==> src/rtl/display_pkg.sv <==
// Shared types and constants for the display arbiter.
// The GAP state exists only when DISPLAY_ARBITER_BLANK_GAP_EN is defined.
package display_pkg;

    localparam int NUM_REQ    = 4;
    localparam int VALUE_W    = 16;
    localparam int GAP_CYCLES = 16;
    localparam int PTR_W      = 2;

    typedef enum logic [1:0] {
        IDLE = 2'd0,
        SHOW = 2'd1
`ifdef DISPLAY_ARBITER_BLANK_GAP_EN
        ,
        GAP  = 2'd2
`endif
    } state_e;

    function automatic logic [PTR_W-1:0] onehot_idx(input logic [NUM_REQ-1:0] oh);
        onehot_idx = '0;
        for (int i = 0; i < NUM_REQ; i++) begin
            if (oh[i]) onehot_idx = PTR_W'(i);
        end
    endfunction

endpackage

==> src/rtl/display_arbiter_rr_picker.sv <==
// Combinational round-robin picker: searches pointer+1, pointer+2, ... mod 4
// and returns a one-hot pick plus a valid flag.
module rr_picker
    import display_pkg::*;
(
    input  logic [NUM_REQ-1:0] req,
    input  logic [PTR_W-1:0]   pointer,
    output logic [NUM_REQ-1:0] pick,
    output logic               valid
);

    logic [PTR_W-1:0] idx;

    // Walk from lowest to highest priority so the closest candidate wins last.
    always_comb begin
        pick = '0;
        idx  = '0;
        for (int k = NUM_REQ; k >= 1; k--) begin
            idx = pointer + PTR_W'(k);
            if (req[idx]) begin
                pick      = '0;
                pick[idx] = 1'b1;
            end
        end
    end

    assign valid = |req;

endmodule

==> src/rtl/display_arbiter.sv <==
// Display arbiter: round-robin grant of one display among four requesters with a
// minimum dwell time; DISPLAY_ARBITER_BLANK_GAP_EN inserts a blank GAP on handover.
//
// state | meaning
// IDLE  | no grant, output blank, waiting for any request
// SHOW  | one requester granted, its value forwarded with one-cycle lag
// GAP   | blank interval between grants (only with DISPLAY_ARBITER_BLANK_GAP_EN)
module display_arbiter
    import display_pkg::*;
#(
    parameter int unsigned CLOCK_SPEED = 100000000,
    parameter int unsigned DWELL_MS    = 500
) (
    input  logic                       clk,
    input  logic                       rst_n,
    input  logic [NUM_REQ-1:0]         req,
    input  logic [NUM_REQ*VALUE_W-1:0] value_in,
    output logic [NUM_REQ-1:0]         grant,
    output logic [VALUE_W-1:0]         value,
    output logic                       active
);

    localparam int unsigned DWELL_CYCLES = CLOCK_SPEED / 1000 * DWELL_MS;
    localparam int          DWELL_W      = $clog2(DWELL_CYCLES + 1);
    localparam logic [DWELL_W-1:0] DWELL_MAX = DWELL_W'(DWELL_CYCLES);

    state_e               state_q;
    logic [NUM_REQ-1:0]   grant_q;
    logic [VALUE_W-1:0]   value_q;
    logic                 active_q;
    logic [DWELL_W-1:0]   dwell_q;
    logic [PTR_W-1:0]     ptr_q;

`ifdef DISPLAY_ARBITER_BLANK_GAP_EN
    localparam int GAP_W = $clog2(GAP_CYCLES);
    localparam logic [GAP_W-1:0] GAP_LAST = GAP_W'(GAP_CYCLES - 1);
    logic [GAP_W-1:0]     gap_q;
`endif

    logic [NUM_REQ-1:0]   pick_req;
    logic [NUM_REQ-1:0]   pick;
    logic                 pick_valid;
    logic [PTR_W-1:0]     pick_idx;
    logic                 grantee_req;
    logic [VALUE_W-1:0]   sel_value;

    // Masking the current grantee means a valid pick in SHOW is always someone else.
    assign pick_req    = req & ~grant_q;
    assign pick_idx    = onehot_idx(pick);
    assign grantee_req = |(req & grant_q);
    assign sel_value   = value_in[{ptr_q, 4'b0000} +: VALUE_W];

    rr_picker u_picker (
        .req     (pick_req),
        .pointer (ptr_q),
        .pick    (pick),
        .valid   (pick_valid)
    );

    always_ff @(posedge clk or negedge rst_n) begin
        if (!rst_n) begin
            state_q  <= IDLE;
            grant_q  <= '0;
            value_q  <= '0;
            active_q <= 1'b0;
            dwell_q  <= '0;
            ptr_q    <= PTR_W'(NUM_REQ - 1);
`ifdef DISPLAY_ARBITER_BLANK_GAP_EN
            gap_q    <= '0;
`endif
        end else begin
            case (state_q)
                IDLE: begin
                    value_q <= '0;
                    if (pick_valid) begin
                        state_q  <= SHOW;
                        grant_q  <= pick;
                        active_q <= 1'b1;
                        ptr_q    <= pick_idx;
                        dwell_q  <= '0;
                    end
                end
                SHOW: begin
                    if (!grantee_req) begin
                        grant_q  <= '0;
                        active_q <= 1'b0;
                        value_q  <= '0;
                        dwell_q  <= '0;
`ifdef DISPLAY_ARBITER_BLANK_GAP_EN
                        state_q  <= GAP;
                        gap_q    <= '0;
`else
                        state_q  <= IDLE;
`endif
                    end else if (dwell_q == DWELL_MAX && pick_valid) begin
                        dwell_q <= '0;
`ifdef DISPLAY_ARBITER_BLANK_GAP_EN
                        // Pointer stays on the old grantee; the gap exit picks after it.
                        grant_q  <= '0;
                        active_q <= 1'b0;
                        value_q  <= '0;
                        state_q  <= GAP;
                        gap_q    <= '0;
`else
                        grant_q  <= pick;
                        ptr_q    <= pick_idx;
                        value_q  <= sel_value;
`endif
                    end else begin
                        value_q <= sel_value;
                        if (dwell_q != DWELL_MAX) dwell_q <= dwell_q + 1'b1;
                    end
                end
`ifdef DISPLAY_ARBITER_BLANK_GAP_EN
                GAP: begin
                    value_q <= '0;
                    if (gap_q == GAP_LAST) begin
                        gap_q <= '0;
                        if (pick_valid) begin
                            state_q  <= SHOW;
                            grant_q  <= pick;
                            active_q <= 1'b1;
                            ptr_q    <= pick_idx;
                            dwell_q  <= '0;
                        end else begin
                            state_q <= IDLE;
                        end
                    end else begin
                        gap_q <= gap_q + 1'b1;
                    end
                end
`endif
                default: begin
                    state_q  <= IDLE;
                    grant_q  <= '0;
                    active_q <= 1'b0;
                    value_q  <= '0;
                end
            endcase
        end
    end

    assign grant  = grant_q;
    assign value  = value_q;
    assign active = active_q;

endmodule

==> config.mk <==
export PLATFORM = sky130hd
export DESIGN_NAME = display_arbiter
export DESIGN_NICKNAME = d
export VERILOG_FILES = /design/src/rtl/display_pkg.sv /design/src/rtl/display_arbiter_rr_picker.sv /design/src/rtl/display_arbiter.sv
export SDC_FILE = /design/constraint.sdc
export NUM_CORES = 1
export LEC_CHECK = 0
export ABC_CLOCK_PERIOD_IN_PS = 3600
export CORE_UTILIZATION = 52
export CTS_BUF_LIST = sky130_fd_sc_hd__clkbuf_16
export DETAILED_ROUTE_END_ITERATION = 8
export GPL_TIMING_DRIVEN = 0
export HOLD_SLACK_MARGIN = 0.15
export PLACE_DENSITY = 0.94
export SLEW_MARGIN = 25
export SYNTH_ARGS = -nofsm -noshare
export SYNTH_HDL_FRONTEND = slang
export SYNTH_SLANG_ARGS = --single-unit
==> constraint.sdc <==
create_clock -name clk -period 3.6 [get_ports clk]
set_clock_uncertainty 0.1 [all_clocks]
set_input_delay 0.72 -clock clk [delete_from_list [all_inputs] [get_ports clk]]
set_output_delay 0.72 -clock clk [all_outputs]
set_load 0.02 [all_outputs]
# After elaboration in Yosys (flattened, before gate mapping)
# Index checks and enable logic that the tools add are counted.
# classes
n_addsub	4
magnitude_cmp	8
eq_ne	9
shift	1
mux	44
n_bitwise	3
reduce_logical	13
# op_table
operator	count
$mux 26	4
$shiftx 64x7->16	1
$pmux 26 s2	1
$mux 16	2
$mux 4	7
$add 26x1->26 const B	1
$eq 26x26->1 const B	1
$ne 26x26->1 const B	1
$mux 2	7
$lt 2x3->1 const B	4
$mux 1	11
$and 4x4->4	2
$bmux 1 s2	4
$demux 1 s2	4
$ge 2x1->1 const B	4
$ne 2x2->1 const B	4
$pmux 2 s2	2
$pmux 4 s2	1
$reduce_or 4->1	2
$logic_and 1x1->1	5
$add 2x2->2 const B	2
$ne 4x4->1 const B	1
$not 4->4	1
$reduce_and 2->1	2
8 further kinds	8
# word_totals
register_bits	51
input_bits	70

# Longest topological paths before layout
# logic_depth
depth_word	14
depth_mapped	10
ltp_nobuf	8

# Cells and area by module
# Synthesis repeated with hierarchy kept, for this count alone.
# unflattened
cells_unflattened	327
hier_area_um2	3335.7
# modules_own_cells
module	n_inst	cells_per_inst	area_per_inst_um2	seq_area_each_um2
display_arbiter	1	281	2927.8	1228.7
rr_picker	1	46	407.9	0.0

# Least setup slack after synthesis
# OpenSTA, ideal clock, no wires.
# synth_path
path_kind	flip-flop to flip-flop
from	reg ptr_q[1]
to	reg ptr_q[0]
setup_ps	86
arrival_time_ps	2222
t_required_ps	3414
setup_slack_ps	1192
stages_incl_launch_ff	9
n_path_buf	2
synth_period_minus_slack_ps	2408
path_cell_list	dfstp_2 > buf_2 > inv_1 > ha_1 > mux4_2 > buf_2 > a221oi_1 > nand2b_1 > a22oi_1
# synth_between
elab_chain_cells	14
word_cells_on_any_way	42
classes_between	add/sub (3); order compare (8); mux (27); reduce/logical (4)
# synth_lines
item	line	rtl
from (decl)	display_arbiter.sv:32	logic [PTR_W-1:0] ptr_q;
from (signal assigned)	display_arbiter.sv:67	ptr_q <= PTR_W'(NUM_REQ - 1);
from (signal assigned)	display_arbiter.sv:79	ptr_q <= pick_idx;
from (signal assigned)	display_arbiter.sv:106	ptr_q <= pick_idx;
$add 2x2->2, or another cell as far along	display_arbiter_rr_picker.sv:19	idx = pointer + PTR_W'(k);
$lt 2x3->1 (implied by the code), or another cell as far along	display_arbiter_rr_picker.sv:22	pick[idx] = 1'b1;
$logic_and 1x1->1 (implied by the code) / $mux 1 (equally long branches)	display_arbiter_rr_picker.sv:22	
$mux 1 (implied by the code) / $demux 1 s2 (equally long branches)	--	
$demux 1 s2 / $mux 4 (equally long branches)	--	
$mux 4 (2 in series)	display_arbiter_rr_picker.sv:20	if (req[idx]) begin
$mux 4 *	display_arbiter_rr_picker.sv:20	
$mux 1	display_pkg.sv:22	if (oh[i]) onehot_idx = PTR_W'(i);
$mux 2	display_pkg.sv:22	
$mux 2 *	display_pkg.sv:22	
$mux 2	display_arbiter.sv:95	end else if (dwell_q == DWELL_MAX && pick_valid) begin
$mux 2	display_arbiter.sv:84	if (!grantee_req) begin
$pmux 2 s2 *	display_arbiter.sv:72	case (state_q)
# Every way passes the cells marked *; elsewhere a longest branch is shown, timed or not. The select of a mux whose other input is x is not followed.
# A chain may end at the register's enable or synchronous reset.

# Worst setup path after layout
# layout_path
from	in req[2]
to	reg ptr_q[0]
# layout_between
elab_chain_cells	13
word_cells_on_any_way	28
classes_between	eq/ne (3); mux (19); bitwise (2); reduce/logical (4)
# layout_lines
item	line	rtl
from (decl)	display_arbiter.sv:16	input logic [NUM_REQ-1:0] req,
$and 4x4->4	display_arbiter.sv:48	assign pick_req = req & ~grant_q;
$bmux 1 s2	display_arbiter_rr_picker.sv:20	
$mux 1 (implied by the code)	display_arbiter_rr_picker.sv:20	
$mux 4 (4 in series)	display_arbiter_rr_picker.sv:20	
$mux 1	display_pkg.sv:22	
$mux 2 (2 in series)	display_pkg.sv:22	
$mux 2	display_arbiter.sv:95	
$mux 2	display_arbiter.sv:84	
$pmux 2 s2	display_arbiter.sv:72	
# Parallel ways exist; a longest one is shown, timed or not. The select of a mux whose other input is x is not followed.

==> results.cfg <==
[timing]
hold_viol = 0
setup_tns_ns = 0
tightest_slew_ns = 0.7622
rsz0062_at_grt = no
timing.final.max_slew_violations = 0
slew_headroom_pct = 48.81
max_freq_mhz = 346.1
setup_viol = 0
period_share_pct = 80.26
fin_crit_ns = 2.889

[logic_synthesis]
synth_area_leaders = dfrtp_1 (37%), mux4_2 (15%), nor2b_1 (3.7%)
synthSimpleGateAreaFrac_pct = 22.05
synth_top_area_share_pct = 36.75
synth_compound_area_share_pct = 12.00
synthMuxAreaShare_pct = 15.83
syn_inst = 285
synthDistinctLibCells = 63
yosys_warnings = 0
ys_seq_area_share_pct = 38.39
syn-num-nets = 364
synth_xor_xnor_area_share_pct = 4.926
synth_top_area_cell = dfrtp_1
synthArstFlopShare_pct = 100.0
netlist_area_mm2 = 0.003201
synth_flop_cell = dfrtp_1
synth_fa_ha_area_share_pct = 3.518
synth_top_family_by_area = simple AND/OR/NAND/NOR gates
syn_area_per_cell_um2 = 11.23
synth_edf_count = 0
ys_seq_elements = 49

[global_route]
grt_max_degree = 33
grt_util_met1_pct = 32.70
antenna_found_initial = 0
globalRoute.totalOverflow = 0
gr-usage-met2_pct = 53.98
use_met3_pct = 7.045
track_usage_pct = 29.13
grt_pass1_vias = 2953
busiest_layer = met2
grt_pass1_wl_um = 14180

[layout]
fillers = 365
nets = 462
area_growth_pct = 36.63
drive_gt1_share_pct = 17.19
antenna_cells = 0
design_area_mm2 = 0.004373

[min_path]
hold_class = input port to async pin

[job]
cap_violations = 0

[critical_path]
start_kind = input port
crit_chain = clkdlybuf4s50_1 > nor2b_1 > mux4_2 > buf_2 > nor3_1 > a221oi_1 > nand2b_1 > a22oi_1
crit_fanout = 10
slowest_delay_ns = 0.51
crit_path_start = req[2]
worst-path-stages = 8
worst_r2r_startpoint = ptr_q[1]
path_delay_family = buffers and inverters
r2r_cells = 8
critPathSlowestCell = clkdlybuf4s50_1
cp.required_ns = 3.71
r2r_end = ptr_q[0]
endpoint_kind = flop
r2r_slack_ns = 0.75
crit_path_end = ptr_q[0]
path_buf_inv = 2
worst-setup-path-type = input port to flop
cp.arrival_ns = 3.00

[clock_tree]
cts_setup_buffers = 0
postCtsHoldBufs = 0
cts_resized = 0
tritoncts = built
htreeDepth = 2
clkSinkCount = 49
cts_buffer_depth = 2
worstSkewPairLatency_ns = 0.28
cts-root-buf = clkbuf_16
cts_buffers = 5
path_clk_slew_ns = 0.07

[placement]
postPlaceCellArea_mm2 = 0.004210
portBuffers = 90
dp_hpwl_um = 6746
globalplace.congestion = 0.9242

[die]
rows = 28
start_util_pct = 54.06
core_mm2 = 0.005921
ios = 91
fp.dieW_um = 80.46
fp.dieH_um = 80.46
die_area_mm2 = 0.006473

[route]
dr.pass1.iters = 7
totalWireLength_um = 8619
routedWlPerCell_um = 18.78
drtAntennaViolNets = 0
vias = 2759
vias_per_cell = 6.011
first_iter_violations = 214
route.detailed.drc = 0

[pwr]
p_leak_nw = 1.713
worst_ir_drop_vdd_uv = 381.7
p_per_area_mw_per_mm2 = 659.7

[status]
outcome = complete, no violations
[sequential cells by signal, indices dropped and copies added, names as in the netlist]
name and count:
active 1, dwell_q 26, grant 4, ptr_q 2
value 16
[cell type report]
cell class / instances / area [um2] / share of cell area, %
clock inverter: 3 / 37.54 / 0.8584
inverter: 11 / 41.29 / 0.9442
tap: 75 / 93.84 / 2.146
buffer: 12 / 63.81 / 1.459
clock buffer: 5 / 125.1 / 2.861
sequential: 49 / 1229 / 28.10
timing repair buffer: 91 / 915.9 / 20.94
multi-input combinational: 213 / 1867 / 42.69
[worst reg2reg max path: cells and delay by family, from the launching register on]
kind | cells | cell delay (ns)
adder cells (fa/ha/maj) | 1 | 0.37
AND/OR/NAND/NOR | 1 | 0.18
flip-flops | 1 | 0.56
buffers and inverters | 3 | 0.63
AO/OA/AOI/OAI | 2 | 0.62
multiplexers | 1 | 0.31
[cells in the mapped netlist, types with 2 or more instances]
library cell	instances
o21ai_1	6
a21oi_2	2
a221oi_1	2
ha_1	9
nor3_1	3
nor4b_1	2
a211oi_1	7
inv_1	10
buf_4	3
a22oi_1	2
a22o_1	5
nor4_1	2
buf_2	6
xnor2_1	10
mux4_2	22
clkbuf_1	2
nor2b_1	19
dfstp_2	2
nand3_1	9
o211ai_1	2
and2_1	2
nor3b_1	3
nor2b_2	2
nand2b_1	7
a21oi_1	8
nand2_1	14
dfrtp_1	47
and2_2	2
xor2_1	8
nor2_1	24
nand2_2	2
nand4_1	10
[per-stage QoR]
| stage | cells | utilization [%] | worst slack (ns) | hold slack, ns | power (mW) |
|---|---|---|---|---|---|
| after floorplan | 285 | - | 1.192 | 0.3244 | 1.837 |
| after global placement | 450 | 70.86 | 0.4171 | 0.3870 | 2.270 |
| after detailed placement | 451 | 71.11 | 0.4183 | 0.4017 | 2.355 |
| after CTS | 459 | 73.86 | 0.7387 | 0.2837 | 2.878 |
| after global routing | 459 | 73.86 | 0.5585 | 0.2943 | 3.047 |
| final | 459 | 73.86 | 0.7105 | 0.2706 | 2.885 |
[logic make-up after synthesis]
logic type	after synthesis
AND/OR/NAND/NOR	117
XOR/XNOR	18
multiplexers	23
adder cells (fa/ha/maj)	9
flip-flops	49
AO/OA/AOI/OAI	46
buffers and inverters	23
[worst min-delay path by stage]
stage / start / to / slack [ns] / cells past startpoint
CTS: rst_n / dwell_q[9] / 0.28 / 1
detailed placement: dwell_q[20] / dwell_q[20] / 0.40 / 1
floorplan: rst_n / active / 0.32 / 0
global route: rst_n / dwell_q[9] / 0.29 / 1
finish: rst_n / dwell_q[4] / 0.27 / 1
global placement: dwell_q[20] / dwell_q[20] / 0.39 / 1
[cells in the final DEF, fill, tap and decap left out, types with 3 or more instances in the layout]
cell type	n
nand2b_1	7
dfrtp_1	47
buf_4	3
xnor2_1	10
a211oi_1	7
nand4_1	10
nand2_1	14
nor3_1	3
nor3b_1	3
a21oi_1	8
inv_1	11
buf_2	7
ha_1	9
nor2_1	24
mux4_2	22
a22o_1	5
o21ai_1	6
nor2b_1	19
xor2_1	8
nand3_1	9
clkdlybuf4s50_1	89
clkbuf_16	5
[report_power, final]
part	leakage (nW)	switching [mW]	internal, mW
Clock	0.0826	0.192	0.323
Sequential	0.664	0.0806	0.665
Combinational	0.967	0.852	0.773
[layer usage]
metal | share of wire, % | up-vias
met1 | 38 | 1364
li1 | - | 1257
met2 | 54 | 122
met3 | 6.7 | 16
met5 | 0 | -
met4 | 1.5 | 0
Note: power is estimated with default switching activity, not from simulation.
